## src/rtl/seg_pkg.sv

```systemverilog
// Shared constants, FSM encoding and helpers for the 7-segment scan controller.
// Build option: SEG_LZB_EN enables leading-zero blanking (used in seg_scan_ctrl).
package seg_pkg;

  localparam int          DIGITS    = 4;
  localparam int          BIN_WIDTH = 16;
  localparam int          BCD_WIDTH = 20;
  localparam int          IDX_W     = 2;
  localparam logic [3:0]  BCD_BLANK = 4'hF;
  localparam logic [15:0] MAX_DISP  = 16'd9999;

  typedef enum logic [1:0] {
    IDLE   = 2'd0,
    CONV   = 2'd1,
    COMMIT = 2'd2
  } seg_state_t;

  // Double-dabble correction: a BCD nibble of 5 or more gets +3 before the shift.
  function automatic logic [3:0] add3(input logic [3:0] d);
    return (d >= 4'd5) ? d + 4'd3 : d;
  endfunction

endpackage

```

## src/rtl/seg_bin2bcd.sv

```systemverilog
// Iterative 16-bit binary to 5-digit BCD converter (shift-add-3, one bit per clock).
// start loads the operand; sixteen following edges shift; done is high during the
// cycle whose closing edge performs the final shift, so bcd is complete after it.
module seg_bin2bcd
  import seg_pkg::*;
(
  input  logic                 clk,
  input  logic                 rst,
  input  logic                 start,
  input  logic [BIN_WIDTH-1:0] bin_in,
  output logic [BCD_WIDTH-1:0] bcd,
  output logic                 done
);

  logic [BIN_WIDTH-1:0] bin_reg;
  logic [BCD_WIDTH-1:0] bcd_reg;
  logic [3:0]           cnt_reg;
  logic                 active_reg;
  logic [BCD_WIDTH-1:0] bcd_adj;

  genvar gi;
  generate
    for (gi = 0; gi < BCD_WIDTH / 4; gi++) begin : g_adj
      assign bcd_adj[4*gi +: 4] = add3(bcd_reg[4*gi +: 4]);
    end
  endgenerate

  // Operand load on start, otherwise one adjust-and-shift step per clock while active.
  always_ff @(posedge clk) begin
    if (!rst) begin
      bin_reg    <= '0;
      bcd_reg    <= '0;
      cnt_reg    <= '0;
      active_reg <= 1'b0;
    end else if (start) begin
      bin_reg    <= bin_in;
      bcd_reg    <= '0;
      cnt_reg    <= '0;
      active_reg <= 1'b1;
    end else if (active_reg) begin
      {bcd_reg, bin_reg} <= {bcd_adj[BCD_WIDTH-2:0], bin_reg, 1'b0};
      cnt_reg            <= cnt_reg + 4'd1;
      if (cnt_reg == 4'd15) begin
        active_reg <= 1'b0;
      end
    end
  end

  assign done = active_reg && (cnt_reg == 4'd15);
  assign bcd  = bcd_reg;

endmodule

```

## src/rtl/seg_scan_ctrl.sv

```systemverilog
// 4-digit 7-segment sequencer: latches a binary value on load, converts it to BCD
// through seg_bin2bcd, commits the digits to display registers and scans them out.
// Build option: SEG_LZB_EN blanks zero digits above the most significant nonzero one.
module seg_scan_ctrl
  import seg_pkg::*;
#(
  parameter int SCAN_DIV = 32768,
  parameter int BIN_W    = 16
) (
  input  logic             clk,
  input  logic             rst,
  input  logic [BIN_W-1:0] value,
  input  logic             load,
  output logic             busy,
  output logic             overflow,
  output logic [3:0]       digit_code,
  output logic [3:0]       sel
);

  localparam int PRE_W = (SCAN_DIV > 1) ? $clog2(SCAN_DIV) : 1;

  seg_state_t state_reg, state_next;

  logic                 pend_reg;
  logic [BIN_W-1:0]     pend_val_reg;
  logic                 eng_start;
  logic [BIN_W-1:0]     eng_in;
  logic [BCD_WIDTH-1:0] eng_bcd;
  logic                 eng_done;
  logic                 ovf_next;
  logic                 ovf_reg;
  logic [4*DIGITS-1:0]  disp_all;
  logic [PRE_W-1:0]     pre_reg;
  logic [IDX_W-1:0]     idx_reg;
  logic [IDX_W-1:0]     idx_next;
  logic                 tick;
  logic [3:0]           sel_reg;
  logic [3:0]           dc_reg;

  seg_bin2bcd u_bin2bcd (
    .clk    (clk),
    .rst    (rst),
    .start  (eng_start),
    .bin_in (eng_in),
    .bcd    (eng_bcd),
    .done   (eng_done)
  );

  // FSM state register.
  always_ff @(posedge clk) begin
    if (!rst) begin
      state_reg <= IDLE;
    end else begin
      state_reg <= state_next;
    end
  end

  // Next state: a waiting request (new load or pending) chains straight into CONV.
  always_comb begin
    state_next = state_reg;
    case (state_reg)
      IDLE:    if (load || pend_reg) state_next = CONV;
      CONV:    if (eng_done)         state_next = COMMIT;
      COMMIT:  state_next = (load || pend_reg) ? CONV : IDLE;
      default: state_next = IDLE;
    endcase
  end

  // FSM outputs: a fresh load outranks an older pending value (last request wins).
  always_comb begin
    busy      = (state_reg != IDLE);
    eng_start = (state_reg != CONV) && (load || pend_reg);
    eng_in    = load ? value : pend_val_reg;
  end

  // Pending slot catches loads arriving while a conversion is in flight.
  always_ff @(posedge clk) begin
    if (!rst) begin
      pend_reg     <= 1'b0;
      pend_val_reg <= '0;
    end else if (eng_start) begin
      pend_reg     <= 1'b0;
    end else if (load) begin
      pend_reg     <= 1'b1;
      pend_val_reg <= value;
    end
  end

  assign ovf_next = (eng_bcd[BCD_WIDTH-1:4*DIGITS] != 4'd0);

  genvar gi;
  generate
    for (gi = 0; gi < DIGITS; gi++) begin : g_dig
      logic       blank_lz;
      logic [3:0] commit_dig;
      logic [3:0] disp_reg;
`ifdef SEG_LZB_EN
      if (gi == 0) begin : g_units
        assign blank_lz = 1'b0;
      end else begin : g_upper
        assign blank_lz = (eng_bcd[4*DIGITS-1:4*gi] == '0);
      end
`else
      assign blank_lz = 1'b0;
`endif
      assign commit_dig = (ovf_next || blank_lz) ? BCD_BLANK : eng_bcd[4*gi +: 4];

      // Display digit is rewritten only on the COMMIT edge.
      always_ff @(posedge clk) begin
        if (!rst) begin
          disp_reg <= BCD_BLANK;
        end else if (state_reg == COMMIT) begin
          disp_reg <= commit_dig;
        end
      end

      assign disp_all[4*gi +: 4] = disp_reg;
    end
  endgenerate

  // Overflow flag follows the most recently committed value.
  always_ff @(posedge clk) begin
    if (!rst) begin
      ovf_reg <= 1'b0;
    end else if (state_reg == COMMIT) begin
      ovf_reg <= ovf_next;
    end
  end

  assign tick     = (pre_reg == PRE_W'(SCAN_DIV - 1));
  assign idx_next = tick ? idx_reg + IDX_W'(1) : idx_reg;

  // Free-running scan: select and digit code register together from the next index.
  always_ff @(posedge clk) begin
    if (!rst) begin
      pre_reg <= '0;
      idx_reg <= '0;
      sel_reg <= 4'b1110;
      dc_reg  <= BCD_BLANK;
    end else begin
      pre_reg <= tick ? '0 : pre_reg + PRE_W'(1);
      idx_reg <= idx_next;
      sel_reg <= ~(4'b0001 << idx_next);
      dc_reg  <= disp_all[4*idx_next +: 4];
    end
  end

  assign overflow   = ovf_reg;
  assign sel        = sel_reg;
  assign digit_code = dc_reg;

endmodule

```

## config.mk

```make
export PLATFORM = sky130hd
export DESIGN_NAME = seg_scan_ctrl
export DESIGN_NICKNAME = d
export VERILOG_FILES = /design/src/rtl/seg_pkg.sv /design/src/rtl/seg_bin2bcd.sv /design/src/rtl/seg_scan_ctrl.sv
export SDC_FILE = /design/constraint.sdc
export NUM_CORES = 1
export LEC_CHECK = 0
export ABC_AREA = 0
export CAP_MARGIN = 15
export CORE_ASPECT_RATIO = 1.25
export CORE_UTILIZATION = 55
export DETAILED_ROUTE_END_ITERATION = 6
export GPL_TIMING_DRIVEN = 0
export PLACE_DENSITY = 0.74
export SLEW_MARGIN = 10
export SYNTH_ARGS = -nofsm -noshare
export SYNTH_HDL_FRONTEND = slang
export SYNTH_HIERARCHICAL = 1
export SYNTH_SLANG_ARGS = --single-unit
```

## constraint.sdc

```tcl
create_clock -name clk -period 3.5 [get_ports clk]
set_clock_uncertainty 0.2 [all_clocks]
set_input_delay 0.35 -clock clk [delete_from_list [all_inputs] [get_ports clk]]
set_output_delay 0.35 -clock clk [all_outputs]
set_load 0.02 [all_outputs]
```

==> results.sh, run 1 <==
export IMPL_status="complete, no violations"
export IMPL_grt_ovfl_total=0
export IMPL_first_pass_iters=5
export IMPL_vias=4454
export IMPL_syn_cell_area_sq_mm=0.00511
export IMPL_p_leak_nw=2.08
export IMPL_cp_depth=10
export IMPL_finalHoldViolCount=0
export IMPL_start_util_pct=57.8
export IMPL_drcViolationCount=0
export IMPL_ctsHoldBuffers=0
export IMPL_cp_end_kind="flip-flop"
export IMPL_die_y_um=110
export IMPL_ys_ff_latch=102
export IMPL_core_area_sq_mm=0.00884
export IMPL_postCtsSetupBuffers=0
export IMPL_wl_per_cell_um=15.2
export IMPL_port_buffers=27
export IMPL_slew_headroom_pct=57.6
export IMPL_clkLatencyLatePin_ps=380
export IMPL_grt_usage_pct=25.8
export IMPL_max_stage_delay_ps=460
export IMPL_largest_register_ffs=20
export IMPL_fillers=773
export IMPL_rsz0062_at_grt="no"
export IMPL_maxSlewViolCount=0
export IMPL_hold_path_class="reg -> reg"
export IMPL_p_int_mw=1.81
export IMPL_gp_congestion=0.932
export IMPL_tightest_slew_ps=635
export IMPL_postCtsResizedCells=0
export IMPL_fin_setup_tns_ps=0
export IMPL_cts_reportedPaths_clkPinSlew_ps=110
export IMPL_drv_cap=0
export IMPL_arrival_ps=3000
export IMPL_fin_nets=672
export IMPL_setup_violations=0
export IMPL_diodes=0
export IMPL_cpMostUsedCell="buf_2"
export IMPL_dp_hpwl_um=8260
export IMPL_power_density_mw_per_mm2=421
export IMPL_min_period_ps=2890
export IMPL_syn_num_nets=634
export IMPL_p_comb_share_pct=11.6
export IMPL_area_growth_pct=13.1
export IMPL_pin_count=29
export IMPL_min_path_cells=1
export IMPL_path_class="reg -> reg"
export IMPL_period_share_pct=82.5
export IMPL_crit_slowest_cell="buf_1"
export IMPL_grt_max_degree=19
export IMPL_seq_power_share_pct=50.4
export IMPL_ir_drop_mv=0.294
export IMPL_dieArea_sq_mm=0.00968
export IMPL_critPathLaunchType="flip-flop"
export IMPL_rows=38
export IMPL_yosysUniqueCellTypes=43
export IMPL_vias_per_cell=5.81
export IMPL_required_ps=3610
export IMPL_crit_path_max_fanout=10
export IMPL_syn_area_per_cell_sq_um=8.47
export IMPL_drt_wl_total_um=11700
export IMPL_path_delay_family="buffers and inverters"
export IMPL_netSwitchingFraction_pct=25.6
export IMPL_crit_chain="nand2b_1, o21ai_0, buf_1, buf_2, inv_1, buf_2, nand2b_4, buf_2, a2111o_1, o211ai_1"
export IMPL_reg2regPathDepth=10
export IMPL_cts_buffers=9
export IMPL_seq_area_frac_synth_pct=40.0
export IMPL_clockPowerShare_pct=38.0
export IMPL_ant_nets=0
export IMPL_clk_path_buf_depth=2
export IMPL_grt_pass1_vias=4295
export IMPL_critPathBufInv=5
export IMPL_cts_tree="yes"
export IMPL_grt_pass1_wl_um=19400
export IMPL_h_tree_depth=3
export IMPL_fin_total_pwr_mw=2.43
export IMPL_drive_gt1_share_pct=7.74
export IMPL_synth_cells=603
export IMPL_p_sw_mw=0.623
export IMPL_root_buffer="clkbuf_8"
export IMPL_die_w_um=88.2
export IMPL_antenna_found_initial=0
export IMPL_clock_sinks=102
export IMPL_drt_initial_drc_count=268
export IMPL_yosysWarnings=6
export IMPL_timing_fmax_mhz=346
-- power groups by stage --
stage,sequential (mW),clock (mW),combinational (mW)
floorplan,1.24,0,0.204
global placement,1.25,0,0.271
detailed placement,1.25,0,0.280
CTS,1.23,0.942,0.282
global route,1.23,0.981,0.312
finish,1.23,0.926,0.282
-- cell usage after synthesis --
cell type	count	share of area, %
ha_1	12	2.9
buf_8	1	0.29
or3b_1	4	0.69
nor3b_1	2	0.29
nand4_1	19	2.3
mux2i_1	34	6.7
and3_1	2	0.24
o21ai_0	27	2.6
nand3_1	34	3.3
nor4b_1	1	0.17
or3_1	7	0.86
o211ai_1	6	0.88
o22a_1	1	0.17
nor2_1	47	3.5
xnor2_1	12	2.1
a2111o_1	6	1.3
and4_1	1	0.17
a31oi_1	9	1.1
nand2b_1	12	1.5
or2_2	1	0.12
mux2_2	16	3.5
nor3_1	5	0.49
nor2b_1	4	0.49
nand2_1	74	5.4
nand3b_1	7	1.0
buf_4	2	0.29
or4_1	5	0.74
nor4_1	8	0.98
clkbuf_1	30	2.2
nand2b_4	1	0.27
inv_1	16	1.2
and2_1	15	1.8
a21oi_1	30	2.9
and3b_1	2	0.34
o41ai_1	16	2.7
xor2_1	5	0.86
a31o_1	4	0.69
buf_1	2	0.15
dfxtp_1	102	40
a211o_1	1	0.17
nand4bb_1	4	0.88
buf_2	13	1.3
o21ai_1	3	0.29
-- logic make-up after synthesis --
kind of cell | share of synthesized area, %
buffers and inverters | 5.39
adder cells (fa/ha/maj) | 2.94
XOR/XNOR | 2.92
AO/OA/AOI/OAI | 13.0
multiplexers | 10.2
flip-flops | 40.0
AND/OR/NAND/NOR | 25.6
-- metal layers --
metal	track usage (%)	vias up	part of all wire [%]
li1	-	2213	-
met2	44.7	145	50
met5	0	-	0
met3	3.38	30	4.7
met4	14.1	0	2.8
met1	30.5	2066	43
-- cell type report --
cell class	instances	area, sq um	share of cell area (%)
repair buffers	27	270	4.68
well taps	120	150	2.60
flip-flops and latches	102	2040	35.3
inverters	16	60.1	1.04
multi-input cells	437	2790	48.3
clock buffers	9	124	2.14
plain buffers	48	215	3.72
clock inverters	7	126	2.19
-- worst register-to-register path, delay by kind of cell, from the launching register on --
family | cells | cell delay, ps
AND/OR/NAND/NOR | 2 | 400
flip-flops | 1 | 340
AO/OA/AOI/OAI | 3 | 550
buffers and inverters | 5 | 1330
-- worst paths after layout --
check | start | to | slack, ps
worst max-delay path | state_reg[1] | u_bin2bcd/bcd[18] | 610
worst min-delay path | pre_reg[0] | pre_reg[0] | 280
worst max register to register | state_reg[1] | u_bin2bcd/bcd[18] | 610
worst min register to register | pre_reg[0] | pre_reg[0] | 280
-- cell usage in the layout, fill, tap and decap left out, types with 3 or more instances in the layout --
cell type,n
nor3_1,5
ha_1,12
nand4_1,19
o41ai_1,16
nand2b_1,12
mux2_2,16
a2111o_1,6
bufinv_16,3
clkdlybuf4s50_1,27
buf_2,13
nor2b_1,4
and2_1,15
clkbuf_1,30
or3_1,7
nor2_1,47
mux2i_1,34
or4_1,5
o21ai_0,27
a21oi_1,30
o211ai_1,6
nand4bb_1,4
clkbuf_8,9
xor2_1,5
nand3_1,34
or3b_1,4
a31oi_1,9
nand3b_1,7
dfxtp_1,102
a31o_1,4
nand2_1,74
xnor2_1,12
nor4_1,8
o21ai_1,3
inv_1,16
-- through the flow --
stage / hold WS (ps) / setup WS (ps) / std cells / cell area [sq um] / utilization, %
after CTS: 282 / 618 / 766 / 5780 / 65.3
after detailed placement: 256 / 414 / 750 / 5530 / 62.5
after global placement: 245 / 484 / 750 / 5530 / 62.5
after global routing: 303 / 425 / 766 / 5780 / 65.3
final: 283 / 612 / 766 / 5780 / 65.3
after floorplan: 230 / 920 / 603 / 5110 / -
(Power assumes the default switching activity.)
==> run 2, diff against run 1 <==
==> constraint.sdc (replaced) <==
create_clock -name clk -period 3 [get_ports clk]
set_clock_uncertainty 0.2 [all_clocks]
set_input_delay 0.3 -clock clk [delete_from_list [all_inputs] [get_ports clk]]
set_output_delay 0.3 -clock clk [all_outputs]
set_load 0.02 [all_outputs]
==> run 2 against run 1 <==
Critical path type unchanged. Critical path depth unchanged. Via count shrank 0.22%. Sequential power increased by 16%.
==> results.sh, run 2 (synthesis gave the netlist of run 1 again) <==
export IMPL_status="complete, no violations"
export IMPL_p_comb_share_pct=11.6
export IMPL_final_cell_mix="102 x dfxtp_1, 74 x nand2_1, 47 x nor2_1, 34 x nand3_1, 34 x mux2i_1"
export IMPL_dpl_cell_count=750
export IMPL_cts_reportedPaths_clkPinSlew_ps=110
export IMPL_period_share_pct=88.9
export IMPL_die_y_um=110
export IMPL_rows=38
export IMPL_reg2regPathDepth=10
export IMPL_final_util_pct=65.4
export IMPL_dieArea_sq_mm=0.00968
export IMPL_gr_usage_met1_pct=30.5
export IMPL_grt_pass1_vias=4295
export IMPL_postCtsSetupBuffers=0
export IMPL_grt_ovfl_total=0
export IMPL_first_pass_iters=5
export IMPL_drt_initial_drc_count=269
export IMPL_p_leak_nw=2.08
export IMPL_clockPowerShare_pct=38.0
export IMPL_crit_path_max_fanout=10
export IMPL_p_sw_mw=0.727
export IMPL_ir_drop_mv=0.343
export IMPL_fillers=773
export IMPL_postCtsResizedCells=0
export IMPL_setup_slack_ps=332
export IMPL_path_class="reg -> reg"
export IMPL_vias_per_cell=5.80
export IMPL_dp_hpwl_um=8260
export IMPL_maxSlewViolCount=0
export IMPL_seqCellArea_sq_mm=0.00204
export IMPL_timing_fmax_mhz=375
export IMPL_grt_pass1_wl_um=19400
export IMPL_root_buffer="clkbuf_8"
export IMPL_cp_end_kind="flip-flop"
export IMPL_core_area_sq_mm=0.00884
export IMPL_drcViolationCount=0
export IMPL_port_buffers=27
export IMPL_ctsHoldBuffers=0
export IMPL_critPathLaunchType="flip-flop"
export IMPL_setup_violations=0
export IMPL_seq_power_share_pct=50.4
export IMPL_arrival_ps=2780
export IMPL_drt_wl_total_um=11700
export IMPL_cts_tree="yes"
export IMPL_min_path_cells=1
export IMPL_grt_util_met3_pct=3.38
export IMPL_drv_cap=0
export IMPL_antenna_found_initial=0
export IMPL_min_period_ps=2670
export IMPL_slew_headroom_pct=57.6
export IMPL_cts_buffers=9
export IMPL_start_util_pct=57.8
export IMPL_grtUsageMet2_pct=44.7
export IMPL_netSwitchingFraction_pct=25.6
export IMPL_drive_gt1_share_pct=7.89
export IMPL_grt_busiest_layer="met2"
export IMPL_p_int_mw=2.11
export IMPL_die_w_um=88.2
export IMPL_hold_path_class="reg -> reg"
export IMPL_vias=4444
export IMPL_pin_count=29
export IMPL_clk_path_buf_depth=2
export IMPL_multi_input_area_sq_mm=0.00279
export IMPL_required_ps=3110
export IMPL_fin_nets=672
export IMPL_final_cell_count_no_fill=766
export IMPL_largest_register_ffs=20
export IMPL_clock_sinks=102
export IMPL_layout_cells_most_common="dfxtp_1"
export IMPL_ant_nets=0
export IMPL_gp_congestion=0.932
export IMPL_fin_hold_ws_ps=283
export IMPL_area_growth_pct=13.2
export IMPL_wl_per_cell_um=15.2
export IMPL_finalHoldViolCount=0
export IMPL_grt_max_degree=19
export IMPL_clkLatencyLatePin_ps=380
export IMPL_grt_usage_pct=25.8
export IMPL_tightest_slew_ps=635
export IMPL_diodes=0
export IMPL_power_density_mw_per_mm2=491
export IMPL_rsz0062_at_grt="no"
export IMPL_h_tree_depth=3
export IMPL_dpl_worst_slack_ps=-35.9
## run 2: cell types whose count changed in the layout (fill, tap and decap cells not counted)
cell / delta
buf_1: -1
clkbuf_2: +1
## run 2: final cells by class
cell class / instances / area share, %
Multi-Input combinational cell: 437 / 48.3
Sequential cell: 102 / 35.3
Timing Repair Buffer: 27 / 4.68
Buffer: 48 / 3.75
Tap cell: 120 / 2.60
Clock inverter: 7 / 2.19
Clock buffer: 9 / 2.14
Inverter: 16 / 1.04
## run 2: per-stage QoR
stage	TNS (ps)	cell area, sq um	power (mW)
floorplan	0	5110	1.69
global route	0	5780	2.95
finish	0	5780	2.84
global placement	0	5530	1.77
CTS	0	5780	2.86
detailed placement	-35.9	5530	1.79
## run 2: power groups by stage
stage                     clock network [mW]  logic, mW  registers, mW
final                                   1.08      0.329           1.43
after detailed placement                   0      0.326           1.46
after global routing                    1.14      0.364           1.44
after CTS                               1.10      0.329           1.43
after floorplan                            0      0.239           1.45
after global placement                     0      0.316           1.46
## run 2: final timing paths
path / slack, ps / to / from
setup / recovery: 330 / u_bin2bcd/bcd[18] / state_reg[1]
hold / removal: 280 / pre_reg[0] / pre_reg[0]
setup reg to reg: 330 / u_bin2bcd/bcd[18] / state_reg[1]
hold reg to reg: 280 / pre_reg[0] / pre_reg[0]
## run 2: worst max-delay path: stages (launching register included)
cell      delay, ps
dfxtp_1         340
nand2b_1        200
o21ai_0         100
clkbuf_2        290
buf_2           360
inv_1            60
buf_2           170
nand2b_4        190
buf_2           230
a2111o_1        360
o211ai_1         90
## run 2: metal layers
metal | vias up | wire, um
li1 | 2211 | -
met1 | 2059 | 4940
met2 | 144 | 5810
met3 | 30 | 589
met4 | 0 | 334
met5 | - | 0
==> run 3, diff against run 2 <==
--- a/config.mk
+++ b/config.mk
@@ -7,11 +7,13 @@
 export LEC_CHECK = 0
 export ABC_AREA = 0
 export CAP_MARGIN = 15
+export CELL_PAD_IN_SITES_DETAIL_PLACEMENT = 0
+export CELL_PAD_IN_SITES_GLOBAL_PLACEMENT = 1
 export CORE_ASPECT_RATIO = 1.25
-export CORE_UTILIZATION = 55
+export CORE_UTILIZATION = 45
 export DETAILED_ROUTE_END_ITERATION = 6
 export GPL_TIMING_DRIVEN = 0
-export PLACE_DENSITY = 0.74
+export PLACE_DENSITY_LB_ADDON = 0.1
 export SLEW_MARGIN = 10
 export SYNTH_ARGS = -nofsm -noshare
 export SYNTH_HDL_FRONTEND = slang
==> run 3 against run 2 <==
Register-to-register slack hardly changed. Fmax hardly changed. Sequential share of layout area is 0.30 points lower. Combinational power hardly changed. Die area is 22% higher. Global-route usage is 4.3 points lower. Critical path depth stayed put. Critical endpoint unchanged. Largest cell class unchanged. Via count is 2.2% lower. Count of clock-buffer cells in the layout stayed put. Sequential power hardly changed. Largest power group unchanged. Utilization is 13 points lower. Routed wire length is 3.6% higher.
==> results.sh, run 3 (synthesis gave the netlist of run 1 again) <==
export IMPL_start_util_pct=46.1
export IMPL_grt_pass1_vias=4256
export IMPL_drv_cap=0
export IMPL_ctsHoldBuffers=0
export IMPL_finalHoldViolCount=0
export IMPL_cpMostUsedCell="buf_2"
export IMPL_cts_buffers=9
export IMPL_diodes=0
export IMPL_pin_count=29
export IMPL_rows=43
export IMPL_final_cell_mix="102 x dfxtp_1, 74 x nand2_1, 47 x nor2_1, 34 x nand3_1, 34 x mux2i_1"
export IMPL_clkLatencyLatePin_ps=340
export IMPL_drt_initial_drc_count=163
export IMPL_antenna_found_initial=0
export IMPL_p_leak_nw=2.08
export IMPL_h_tree_depth=3
export IMPL_grt_max_degree=19
export IMPL_crit_chain="nand2b_1, o21ai_0, clkbuf_2, buf_2, inv_1, buf_2, nand2b_4, buf_2, a2111o_1, o211ai_1"
export IMPL_crit_slowest_cell="buf_2"
export IMPL_setup_violations=0
export IMPL_ant_nets=0
export IMPL_die_w_um=97.3
export IMPL_power_density_mw_per_mm2=493
export IMPL_tightest_slew_ps=568
export IMPL_crit_path_max_fanout=10
export IMPL_layout_cells_most_common="dfxtp_1"
export IMPL_drt_wl_total_um=12100
export IMPL_grt_ovfl_total=0
export IMPL_period_share_pct=88.9
export IMPL_min_period_ps=2670
export IMPL_vias=4347
export IMPL_dieArea_sq_mm=0.0118
export IMPL_max_stage_delay_ps=370
export IMPL_dp_hpwl_um=8600
export IMPL_hold_path_class="reg -> reg"
export IMPL_setup_slack_ps=332
export IMPL_arrival_ps=2730
export IMPL_fin_nets=672
export IMPL_fillers=1081
export IMPL_drcViolationCount=0
export IMPL_critPathLaunchType="flip-flop"
export IMPL_gp_congestion=0.861
export IMPL_final_util_pct=52.6
export IMPL_port_buffers=27
export IMPL_core_area_sq_mm=0.0111
export IMPL_area_growth_pct=14.1
export IMPL_ir_drop_mv=0.234
export IMPL_wl_per_cell_um=15.5
export IMPL_grt_usage_pct=21.5
export IMPL_required_ps=3060
export IMPL_cp_end_kind="flip-flop"
export IMPL_die_y_um=121
export IMPL_first_pass_iters=4
export IMPL_largest_register_ffs=20
export IMPL_root_buffer="clkbuf_16"
export IMPL_maxSlewViolCount=0
export IMPL_slew_headroom_pct=61.8
export IMPL_clock_sinks=102
export IMPL_fin_total_pwr_mw=2.87
export IMPL_cts_reportedPaths_clkPinSlew_ps=70
export IMPL_vias_per_cell=5.57
export IMPL_clk_path_buf_depth=2
export IMPL_drive_gt1_share_pct=7.75
export IMPL_status="complete, no violations"
export IMPL_path_class="reg -> reg"
export IMPL_dpl_worst_slack_ps=-47.7
export IMPL_cts_tree="yes"
export IMPL_grt_pass1_wl_um=20400
export IMPL_rsz0062_at_grt="no"
export IMPL_timing_fmax_mhz=375
==> run 3: area by class of cell <==
class	instances	area [sq um]	share of cell area [%]
plain buffers	48	216	3.71
clock buffers	9	225	3.86
clock inverters	6	55.1	0.945
inverters	16	60.1	1.03
multi-input cells	437	2790	47.9
flip-flops and latches	102	2040	35.0
well taps	135	169	2.90
repair buffers	27	270	4.64
==> run 3: per-layer routing <==
layer | GRT usage [%] | share of wire [%]
met3 | 3.86 | 3.1
met1 | 26.8 | 47
met4 | 9.19 | 2.1
met2 | 36.4 | 48
met5 | 0 | 0
==> run 3: what timing repair did <==
item,4_1_cts,5_1_grt
setup buffers,0,0
resized for setup,0,1
setup endpoints to repair,0,5
==> run 3: path summary, 6_finish.rpt <==
path | depth (start not counted) | slack (ps) | startpoint | endpoint
min reg2reg | 1 | 260 | pre_reg[0] | pre_reg[0]
max | 10 | 330 | state_reg[1] | u_bin2bcd/bcd[18]
max reg2reg | 10 | 330 | state_reg[1] | u_bin2bcd/bcd[18]
min | 1 | 260 | pre_reg[0] | pre_reg[0]
==> run 3: critical path: cells and delay by family, from the launching register on <==
| kind | cells | cell delay (ps) |
|---|---|---|
| buffers and inverters | 5 | 1130 |
| AOI/OAI and AO/OA | 3 | 540 |
| and+or+nand+nor | 2 | 400 |
| DFF | 1 | 330 |
==> run 3: power by group <==
| part | internal (mW) | switching [mW] | leakage, nW | total, mW |
|---|---|---|---|---|
| Combinational | 0.147 | 0.185 | 1.12 | 0.332 |
| Sequential | 1.40 | 0.0311 | 0.829 | 1.43 |
| Clock | 0.574 | 0.537 | 0.132 | 1.11 |
| Total | 2.12 | 0.753 | 2.08 | 2.87 |
==> run 3: metrics by stage <==
stage / instances / hold slack (ps) / instance area (sq um) / TNS (ps)
2_1_floorplan: 603 / 222 / 5110 / 0
3_3_place_gp: 765 / 244 / 5550 / -23.4
3_5_place_dp: 765 / 249 / 5550 / -47.7
4_1_cts: 780 / 267 / 5830 / 0
5_1_grt: 780 / 306 / 5830 / 0
6_report: 780 / 259 / 5830 / 0
